===== config.mk =====
export PLATFORM = sky130hd
export DESIGN_NAME = sav_sector_server
export DESIGN_NICKNAME = d
export VERILOG_FILES = /design/src/rtl/sav_pkg.sv /design/src/rtl/sav_sector_server.sv
export SDC_FILE = /design/constraint.sdc
export NUM_CORES = 1
export LEC_CHECK = 0
export CORE_UTILIZATION = 45
export DETAILED_ROUTE_END_ITERATION = 7
export GPL_TIMING_DRIVEN = 0
export MAX_ROUTING_LAYER = met4
export PLACE_DENSITY = 0.85
export REMOVE_ABC_BUFFERS = 1
export SLEW_MARGIN = 20
export SYNTH_ARGS = -nofsm -noshare
export SYNTH_HDL_FRONTEND = slang
export SYNTH_SLANG_ARGS = --single-unit

===== constraint.sdc =====
create_clock -name clk_sys -period 3.45 [get_ports clk_sys]
set_input_delay 0.69 -clock clk_sys [delete_from_list [all_inputs] [get_ports clk_sys]]
set_output_delay 0.69 -clock clk_sys [all_outputs]
set_load 0.02 [all_outputs]

===== src/rtl/sav_pkg.sv =====
// sav_pkg: shared types and constants for the cart-RAM backup sector server.
//   sav_state_t  : transfer FSM states
//   SECTOR_WORDS : 16-bit words per 512-byte sector
//   FILL_WORD    : value returned for loads of out-of-range sectors
//   LAST_WORD    : terminal value of the 8-bit word counter
package sav_pkg;

  typedef enum logic [2:0] {
    IDLE,
    RD_REQ,
    RD_WAIT,
    WR_ADDR,
    WR_CAP,
    WR_REQ,
    DONE
  } sav_state_t;

  localparam int unsigned SECTOR_WORDS = 256;
  localparam logic [15:0] FILL_WORD    = 16'hFFFF;
  localparam logic [7:0]  LAST_WORD    = 8'(SECTOR_WORDS - 1);

endpackage


===== src/rtl/sav_sector_server.sv =====
// sav_sector_server: responder for the sd_lba/sd_rd/sd_wr/sd_ack sector protocol.
// Moves one 256-word sector between the initiator buffer port and a word-wide
// backing store holding the .sav image.
// Ports:
//   clk_sys, reset_n          clock, async active-low reset
//   sd_lba, sd_rd, sd_wr      sector request (sampled only in IDLE; sd_rd wins ties)
//   sd_ack                    high for the whole transfer
//   sd_buff_addr/dout/wr/din  initiator buffer port (din valid 1 cycle after addr)
//   st_addr/rd/wr/wdata       store command, held until st_ready
//   st_ready, st_rdata, st_valid  store handshake / read return
//   oob                       1-cycle pulse when the accepted LBA is out of range
module sav_sector_server
  import sav_pkg::*;
#(
  parameter int unsigned LBA_W    = 32,
  parameter int unsigned SECT_AW  = 9,
  parameter int unsigned STORE_AW = 17
) (
  input  logic                clk_sys,
  input  logic                reset_n,
  input  logic [LBA_W-1:0]    sd_lba,
  input  logic                sd_rd,
  input  logic                sd_wr,
  output logic                sd_ack,
  output logic [7:0]          sd_buff_addr,
  output logic [15:0]         sd_buff_dout,
  output logic                sd_buff_wr,
  input  logic [15:0]         sd_buff_din,
  output logic [STORE_AW-1:0] st_addr,
  output logic                st_rd,
  output logic                st_wr,
  output logic [15:0]         st_wdata,
  input  logic                st_ready,
  input  logic [15:0]         st_rdata,
  input  logic                st_valid,
  output logic                oob
);

  sav_state_t         state_q, state_d;
  logic [7:0]         cnt_q, cnt_d;
  logic [SECT_AW-1:0] lba_q, lba_d;
  logic               oor_q, oor_d;
  logic               oob_q, oob_d;
  logic [7:0]         baddr_q, baddr_d;
  logic [15:0]        bdout_q, bdout_d;
  logic               bwr_q, bwr_d;
  logic [15:0]        wdata_q, wdata_d;
  logic               lba_oor;

  assign lba_oor = (sd_lba >> SECT_AW) != '0;

  always_ff @(posedge clk_sys or negedge reset_n) begin
    if (!reset_n) begin
      state_q <= IDLE;
      cnt_q   <= '0;
      lba_q   <= '0;
      oor_q   <= 1'b0;
      oob_q   <= 1'b0;
      baddr_q <= '0;
      bdout_q <= '0;
      bwr_q   <= 1'b0;
      wdata_q <= '0;
    end else begin
      state_q <= state_d;
      cnt_q   <= cnt_d;
      lba_q   <= lba_d;
      oor_q   <= oor_d;
      oob_q   <= oob_d;
      baddr_q <= baddr_d;
      bdout_q <= bdout_d;
      bwr_q   <= bwr_d;
      wdata_q <= wdata_d;
    end
  end

  // Out-of-range sectors run the same state walk as real ones but skip the
  // store handshakes, so the initiator sees identical pacing and addressing.
  always_comb begin
    state_d = state_q;
    cnt_d   = cnt_q;
    lba_d   = lba_q;
    oor_d   = oor_q;
    oob_d   = 1'b0;
    baddr_d = baddr_q;
    bdout_d = bdout_q;
    bwr_d   = 1'b0;
    wdata_d = wdata_q;
    unique case (state_q)
      IDLE: begin
        if (sd_rd || sd_wr) begin
          lba_d   = sd_lba[SECT_AW-1:0];
          oor_d   = lba_oor;
          oob_d   = lba_oor;
          cnt_d   = '0;
          baddr_d = '0;
          state_d = sd_rd ? RD_REQ : WR_ADDR;
        end
      end
      RD_REQ: begin
        if (oor_q || st_ready) state_d = RD_WAIT;
      end
      RD_WAIT: begin
        if (oor_q || st_valid) begin
          bwr_d   = 1'b1;
          baddr_d = cnt_q;
          bdout_d = oor_q ? FILL_WORD : st_rdata;
          if (cnt_q == LAST_WORD) begin
            state_d = DONE;
          end else begin
            cnt_d   = cnt_q + 8'd1;
            state_d = RD_REQ;
          end
        end
      end
      WR_ADDR: state_d = WR_CAP;
      WR_CAP: begin
        wdata_d = sd_buff_din;
        state_d = WR_REQ;
      end
      WR_REQ: begin
        if (oor_q || st_ready) begin
          if (cnt_q == LAST_WORD) begin
            state_d = DONE;
          end else begin
            // buffer address is registered, so it advances together with the
            // counter and is already valid during the next WR_ADDR cycle
            cnt_d   = cnt_q + 8'd1;
            baddr_d = cnt_q + 8'd1;
            state_d = WR_ADDR;
          end
        end
      end
      DONE:    state_d = IDLE;
      default: state_d = IDLE;
    endcase
  end

  assign sd_ack       = (state_q != IDLE) && (state_q != DONE);
  assign st_rd        = (state_q == RD_REQ) && !oor_q;
  assign st_wr        = (state_q == WR_REQ) && !oor_q;
  assign st_addr      = {lba_q, cnt_q};
  assign st_wdata     = wdata_q;
  assign sd_buff_addr = baddr_q;
  assign sd_buff_dout = bdout_q;
  assign sd_buff_wr   = bwr_q;
  assign oob          = oob_q;

endmodule


==> impl_metrics.tcl, run 1 <==
set metrics [dict create \
    status "finished, final reports clean" \
    nets 473 \
    synth_top_area_cell "dfrtp_1" \
    post-route-drc-count 0 \
    cp-start-kind "flip-flop" \
    rr_endpoint "sd_buff_addr[1]" \
    coreArea_um2 6350 \
    critPathBufInv 2 \
    rsz0062_at_grt "no" \
    vias 2591 \
    instances_no_fill 483 \
    ys_ff_latch 63 \
    arrival_ps 2450 \
    leakage_nw 1.87 \
    crit_cells 3 \
    clk_pin_slew_ps 70 \
    placed_cells 468 \
    drt_iter0_drc 94 \
    yosysUniqueCellTypes 50 \
    diodes 0 \
    ir_drop_uv 550 \
    cpPeakStageDelay_ps 760 \
    fmax_mhz 318 \
    fp.dieH_um 83.3 \
    cap_violations 0 \
    synth_flop_cell "dfrtp_1" \
    routed_wl_mm 7.48 \
    r2r_slack_ps 1160 \
    worstSetupPathType "flip-flop to output pin" \
    grt_pass1_vias 2572 \
    clock-root-buffer "clkbuf_8" \
    area_delta_synth_final_pct 51.5 \
    final-setup-viol-count 0 \
    clockBufferDepth 2 \
    ant_nets 0 \
    die_w_um 83.3 \
    relSlewSlack 0.392 \
    routedWlPerCell_um 15.5 \
    synth_top_area_share 0.531 \
    ys_top_cells_by_area "dfrtp_1 53%, mux2_2 12%, o21ai_0 4.2%" \
    period_share 0.910 \
    slew_viol_final 0 \
    grt_remaining_overflow 0 \
    synth-seq-area-share 0.531 \
    cts_sinks 63 \
    rr_startpoint "oor_q" \
    clock_skew_ps 11.0 \
    syn_area_per_cell_um2 10.8 \
    synthCells 274 \
    tritoncts "yes" \
    reg2regPathDepth 4 \
    synth_async_sr_flop_share 1.00 \
    crit_path_top_delay_cell "or4b_2" \
    worst_ep_required_time_ps 2760 \
    tightest_slew_ps 910 \
    grtUsageTotal 0.236 \
    antenna_found_initial 0 \
    initial_utilization 0.468 \
    clock_latency_ps 340 \
    power_per_cell_area_nw_per_um2 804 \
    cts_resized 0 \
    worst-path-max-fanout 22 \
    synthTopCellsByCount "63 x dfrtp_1, 32 x mux2_2, 25 x nor2_1, 25 x o21ai_0, 23 x nand2_1" \
    postCtsHoldBufs 0 \
    final_hold_viol_count 0 \
    setup_tns_ps 0 \
    viasPerCell 5.36 \
    grt_max_degree 59 \
    crit_path_start "oor_q" \
    std_cell_rows 29 \
    crit_family "simple AND/OR/NAND/NOR gates" \
    cp_cell_sequence "or4b_2 > inv_1 > clkdlybuf4s50_1" \
    yosysMostFrequentCell "dfrtp_1" \
    grt_pass1_wl_mm 12.5 \
    syn_area_um2 2970 \
    synth-edff-count 0 \
    drive_gt1_frac 0.145 \
    cp-end-kind "output pin" \
    cts_setup_buffers 0 \
    port_buffers 131 \
    ys.warnings.count 0 \
    post-route-min-period_ps 3140 \
    firstDrtPassIters 4 \
    endpoint "st_rd" \
    hp-class "primary input to asynchronous set/reset pin" \
    dieArea_um2 6930 \
    gp_congestion 0.871 \
    cts_buffers 9 \
    htreeDepth 3 \
    hpwlAfterDp_mm 5.56 \
    io_pins 132 \
]
[worst min-delay path by stage]
| stage | depth (start not counted) | from | endpoint |
|---|---|---|---|
| after floorplan | 0 | reset_n | cnt_q[0] |
| after global placement | 2 | sd_buff_dout[6] | sd_buff_dout[6] |
| after detailed placement | 2 | sd_buff_dout[4] | sd_buff_dout[4] |
| after CTS | 1 | reset_n | sd_buff_dout[4] |
| after global routing | 1 | reset_n | sd_buff_dout[2] |
| final | 1 | reset_n | sd_buff_dout[4] |
[power breakdown]
part	switching, mW	total (mW)	internal (mW)
Combinational	0.899	1.82	0.920
Sequential	0.210	1.25	1.04
Clock	0.271	0.544	0.272
Total	1.38	3.62	2.24
[routing by layer]
metal	share of wire	wire (um)	up-vias	global-route usage
li1	-	-	1247	-
met4	0.024	182	0	0.110
met2	0.49	3650	102	0.377
met3	0.054	406	17	0.0427
met1	0.43	3240	1225	0.292
met5	0	0	-	-
[placed cells by master, fill, tap and decap left out, types with 2 or more instances in the layout]
master / synthesis / final
a21oi_1: 4 / 4
a221o_1: 5 / 5
a22o_1: 3 / 3
a22oi_1: 2 / 2
a31oi_1: 3 / 3
a41oi_1: 2 / 2
and2_1: 4 / 4
and3_1: 2 / 2
clkbuf_8: 0 / 10
clkdlybuf4s50_1: 0 / 130
clkinv_2: 0 / 3
dfrtp_1: 63 / 63
inv_1: 7 / 7
mux2_2: 32 / 32
mux2i_1: 2 / 2
nand2_1: 23 / 23
nand3_1: 6 / 6
nand4_1: 3 / 3
nor2_1: 25 / 25
nor2_2: 2 / 2
nor2b_1: 4 / 4
nor3_1: 7 / 7
nor4_1: 6 / 6
o2111ai_1: 2 / 2
o21ai_0: 25 / 25
o21ai_1: 3 / 2
or3_1: 2 / 2
[state kept, by name, indices dropped and copies added, names as in the netlist]
signal / cells
lba_q: 9
state_q: 3
cnt_q: 8
sd_buff_dout: 16
oor_q: 1
sd_buff_wr: 1
oob: 1
sd_buff_addr: 8
st_wdata: 16
[logic make-up after synthesis]
family,after synthesis,share of synthesized area
fa+ha+maj,1,0.00421
compound gates,59,0.138
mux,34,0.128
flops,63,0.531
buf+inv,23,0.0375
simple gates,94,0.162
[per-stage QoR]
| step | hold slack (ps) | total power, mW | util | setup WS [ps] | area, um2 |
|---|---|---|---|---|---|
| floorplan | 394 | 2.22 | - | 1370 | 2890 |
| global placement | 462 | 3.02 | 0.676 | -333 | 4290 |
| detailed placement | 469 | 3.10 | 0.683 | 653 | 4340 |
| CTS | 152 | 3.66 | 0.709 | 284 | 4500 |
| global route | 149 | 3.85 | 0.709 | 184 | 4500 |
| finish | 163 | 3.62 | 0.709 | 310 | 4500 |
[layout make-up]
cell class | instances | area [um2]
Clock inverter | 4 | 22.5
Sequential cell | 63 | 1580
Fill cell | 497 | 1850
Tap cell | 77 | 96.3
Multi-Input combinational cell | 188 | 1290
Clock buffer | 11 | 141
Timing Repair Buffer | 133 | 1350
Inverter | 7 | 26.3
[worst reg2reg max path: stages (launching register included)]
cell and delay [ps]:
dfrtp_1 810, nor2_1 230, a22o_1 320, a211oi_4 420, mux2_2 400
No activity file was read; power rests on OpenSTA's default activity.
==> inputs of run 2 (changes only) <==
Settings changed: CELL_PAD_IN_SITES_DETAIL_PLACEMENT set to 1, CELL_PAD_IN_SITES_GLOBAL_PLACEMENT set to 1, CORE_UTILIZATION 45 to 34, PLACE_DENSITY 0.85 to not set, PLACE_DENSITY_LB_ADDON set to 0.1.
==> impl_metrics.tcl, run 2 (synthesis gave the netlist of run 1 again) <==
set metrics [dict create \
    std_cell_rows 33 \
    final_common_cell "clkdlybuf4s50_1" \
    die_w_um 95.5 \
    relSlewSlack 0.381 \
    post-route-min-period_ps 3170 \
    rr_startpoint "oor_q" \
    final_cell_mix "130 x clkdlybuf4s50_1, 63 x dfrtp_1, 32 x mux2_2" \
    setup_tns_ps 0 \
    rsz0062_at_grt "no" \
    reg2regPathDepth 4 \
    drt_iter0_drc 33 \
    power_per_cell_area_nw_per_um2 806 \
    tritoncts "yes" \
    postCtsHoldBufs 0 \
    post-route-drc-count 0 \
    crit_path_top_delay_cell "or4b_2" \
    clock-root-buffer "clkbuf_8" \
    io_pins 132 \
    antenna_found_initial 0 \
    firstDrtPassIters 4 \
    initial_utilization 0.356 \
    tightest_slew_ps 927 \
    cts_buffers 9 \
    grt_remaining_overflow 0 \
    viasPerCell 5.15 \
    whs_ps 240 \
    vias 2637 \
    cp_cell_sequence "or4b_2 > inv_1 > clkdlybuf4s50_1" \
    cap_violations 0 \
    final_hold_viol_count 0 \
    worst_ep_required_time_ps 2760 \
    fmax_mhz 315 \
    met3_usage 0.0431 \
    rr_endpoint "sd_buff_addr[0]" \
    hp-class "primary input to asynchronous set/reset pin" \
    clk_pin_slew_ps 70 \
    stdcell_area_um2 4540 \
    arrival_ps 2480 \
    coreArea_um2 8340 \
    grt_max_degree 42 \
    clock_latency_ps 340 \
    final-setup-viol-count 0 \
    leakage_nw 1.88 \
    gp_congestion 0.824 \
    diodes 0 \
    fill_cells 904 \
    grtUsageTotal 0.207 \
    fp.dieH_um 95.5 \
    cpPeakStageDelay_ps 770 \
    grt_use_met1 0.232 \
    hpwlAfterDp_mm 6.48 \
    grtUsageMet2 0.345 \
    cts_sinks 63 \
    status "finished, final reports clean" \
    htreeDepth 3 \
    cts_setup_buffers 0 \
    drive_gt1_frac 0.150 \
    routed_wl_mm 8.58 \
    ant_nets 0 \
    placed_area_um2 4370 \
    grt_pass1_wl_mm 13.7 \
    period_share 0.919 \
    worstSetupPathType "flip-flop to output pin" \
    dieArea_um2 9120 \
    finalCoreUtilization 0.545 \
    clock_skew_ps 6.56 \
    worst-path-max-fanout 22 \
    slew_viol_final 0 \
    cts_resized 0 \
    port_buffers 131 \
    cp-start-kind "flip-flop" \
    r2r_slack_ps 1140 \
    grt_pass1_vias 2743 \
    routedWlPerCell_um 16.8 \
    cp-end-kind "output pin" \
    clockBufferDepth 2 \
    busiest_layer "met2" \
    nets 473 \
    ir_drop_uv 351 \
    area_delta_synth_final_pct 52.8 \
]
[run 2: metal layers]
metal  vias to the layer above  wire, um
met5                         -         0
met3                        15       444
met1                      1299      3660
met4                         0       240
li1                       1249         -
met2                        74      4250
[run 2: final cells by class]
| class | count | area [um2] | area share |
|---|---|---|---|
| repair buffers | 133 | 1350 | 0.297 |
| inverters | 7 | 26.3 | 0.00579 |
| well taps | 105 | 131 | 0.0289 |
| clock buffers | 9 | 124 | 0.0273 |
| multi-input cells | 188 | 1290 | 0.283 |
| flip-flops and latches | 63 | 1580 | 0.347 |
| clock inverters | 7 | 48.8 | 0.0107 |
[run 2: per-stage QoR]
step | power (mW) | setup slack, ps | std cells
4_1_cts | 3.72 | 228 | 512
3_5_place_dp | 3.14 | 619 | 496
6_report | 3.66 | 278 | 512
5_1_grt | 3.91 | 140 | 512
3_3_place_gp | 3.05 | -525 | 494
2_1_floorplan | 2.22 | 1370 | 258
[run 2: critical path: cells and delay by family (launching register included)]
kind | cells | cell delay (ps)
and+or+nand+nor | 1 | 770
buffers and inverters | 2 | 700
DFF | 1 | 670
[run 2: where the power goes]
| group | switching, mW | internal, mW |
|---|---|---|
| Clock | 0.309 | 0.261 |
| Sequential | 0.213 | 1.04 |
| Combinational | 0.917 | 0.917 |
[run 2: worst max-delay path by stage]
stage          cells after the start       end  startpoint  slack, ps
2_1_floorplan                      2     st_rd       oor_q       1370
3_3_place_gp                       1  cnt_q[6]     reset_n       -520
3_5_place_dp                       3     st_rd       oor_q        620
4_1_cts                            3     st_rd       oor_q        230
5_1_grt                            3     st_rd       oor_q        140
6_report                           3     st_rd       oor_q        280
==> inputs of run 3 (changes only) <==
Settings changed: CAP_MARGIN set to 20, SLEW_MARGIN 20 to not set.
==> impl_metrics.tcl, run 3 (synthesis gave the netlist of run 1 again) <==
set metrics [dict create \
    setup_tns_ps 0 \
    final_cell_mix "130 x clkdlybuf4s50_1, 63 x dfrtp_1, 32 x mux2_2" \
    antenna_found_initial 0 \
    period_share 0.920 \
    fp.dieH_um 95.5 \
    cp_cell_sequence "or4b_2 > inv_1 > clkdlybuf4s50_1" \
    port_buffers 131 \
    std_cell_rows 33 \
    io_pins 132 \
    htreeDepth 3 \
    post-route-drc-count 0 \
    placed_area_um2 4350 \
    postCtsHoldBufs 0 \
    crit_path_top_delay_cell "or4b_2" \
    coreArea_um2 8340 \
    relSlewSlack 0.381 \
    arrival_ps 2480 \
    power_per_cell_area_nw_per_um2 811 \
    cp-end-kind "output pin" \
    gp_congestion 0.824 \
    tightest_slew_ps 926 \
    nets 472 \
    clock_latency_ps 340 \
    cts_resized 0 \
    final-setup-viol-count 0 \
    viasPerCell 5.13 \
    die_w_um 95.5 \
    clock-root-buffer "clkbuf_8" \
    stdcell_area_um2 4520 \
    final_hold_viol_count 0 \
    r2r_slack_ps 1130 \
    worst-path-max-fanout 22 \
    final_common_cell "clkdlybuf4s50_1" \
    clock_skew_ps 9.22 \
    vias 2619 \
    grt_remaining_overflow 0 \
    post-route-min-period_ps 3170 \
    dieArea_um2 9120 \
    hpwlAfterDp_mm 6.28 \
    cts_setup_buffers 0 \
    routedWlPerCell_um 16.5 \
    cpPeakStageDelay_ps 770 \
    leakage_nw 1.86 \
    rsz0062_at_grt "no" \
    grt_pass1_vias 2740 \
    cts_buffers 9 \
    worstSetupPathType "flip-flop to output pin" \
    diodes 0 \
    grtUsageTotal 0.204 \
    drive_gt1_frac 0.148 \
    hp-class "primary input to asynchronous set/reset pin" \
    ant_nets 0 \
    firstDrtPassIters 4 \
    worst_ep_required_time_ps 2760 \
    clk_pin_slew_ps 70 \
    ir_drop_uv 345 \
    cp-start-kind "flip-flop" \
    tritoncts "yes" \
    area_delta_synth_final_pct 52.0 \
    routed_wl_mm 8.45 \
    whs_ps 428 \
    drt_iter0_drc 38 \
    grt_pass1_wl_mm 13.6 \
    clockBufferDepth 2 \
    cts_sinks 63 \
    status "finished, final reports clean" \
    cap_violations 0 \
    initial_utilization 0.356 \
    grt_max_degree 64 \
    slew_viol_final 0 \
    fmax_mhz 315 \
]
## run 3: final cells by class
cell class	count	area, um2
inverters	7	26.3
clock inverters	7	48.8
flip-flops and latches	63	1580
clock buffers	9	124
well taps	105	131
fillers	917	3820
multi-input cells	188	1290
repair buffers	132	1320
## run 3: worst paths after layout
check                                      from              end  cells past startpoint
worst max register to register            oor_q  sd_buff_addr[6]                      4
worst min register to register  sd_buff_dout[9]  sd_buff_dout[9]                      2
worst max-delay path                      oor_q            st_rd                      3
worst min-delay path                    reset_n  sd_buff_dout[4]                      1
max in group asynchronous               reset_n         lba_q[4]                      1
min in group clk_sys            sd_buff_dout[9]  sd_buff_dout[9]                      2
## run 3: where the power goes
group          switching [mW]  internal (mW)
sequential              0.216           1.04
clock                   0.311          0.261
combinational           0.916          0.917
## run 3: metrics by stage
| step | total power, mW | setup WS, ps | util | std cells |
|---|---|---|---|---|
| 2_1_floorplan | 2.22 | 1370 | - | 258 |
| 3_3_place_gp | 3.05 | -525 | 0.519 | 494 |
| 3_5_place_dp | 3.13 | 620 | 0.521 | 495 |
| 4_1_cts | 3.72 | 236 | 0.542 | 511 |
| 5_1_grt | 3.91 | 153 | 0.542 | 511 |
| 6_report | 3.66 | 277 | 0.542 | 511 |
## run 3: layer usage
layer	vias to the layer above	GRT usage	routed length, um
met5	-	-	0
met4	0	0.0821	143
met3	11	0.0423	447
met2	79	0.342	4260
met1	1286	0.238	3600
li1	1243	-	-
## run 3: worst max-delay path, delay by kind of cell, from the launching register on
kind                   cells  cell delay [ps]
buffers and inverters      2              700
AND/OR/NAND/NOR            1              770
flip-flops                 1              670
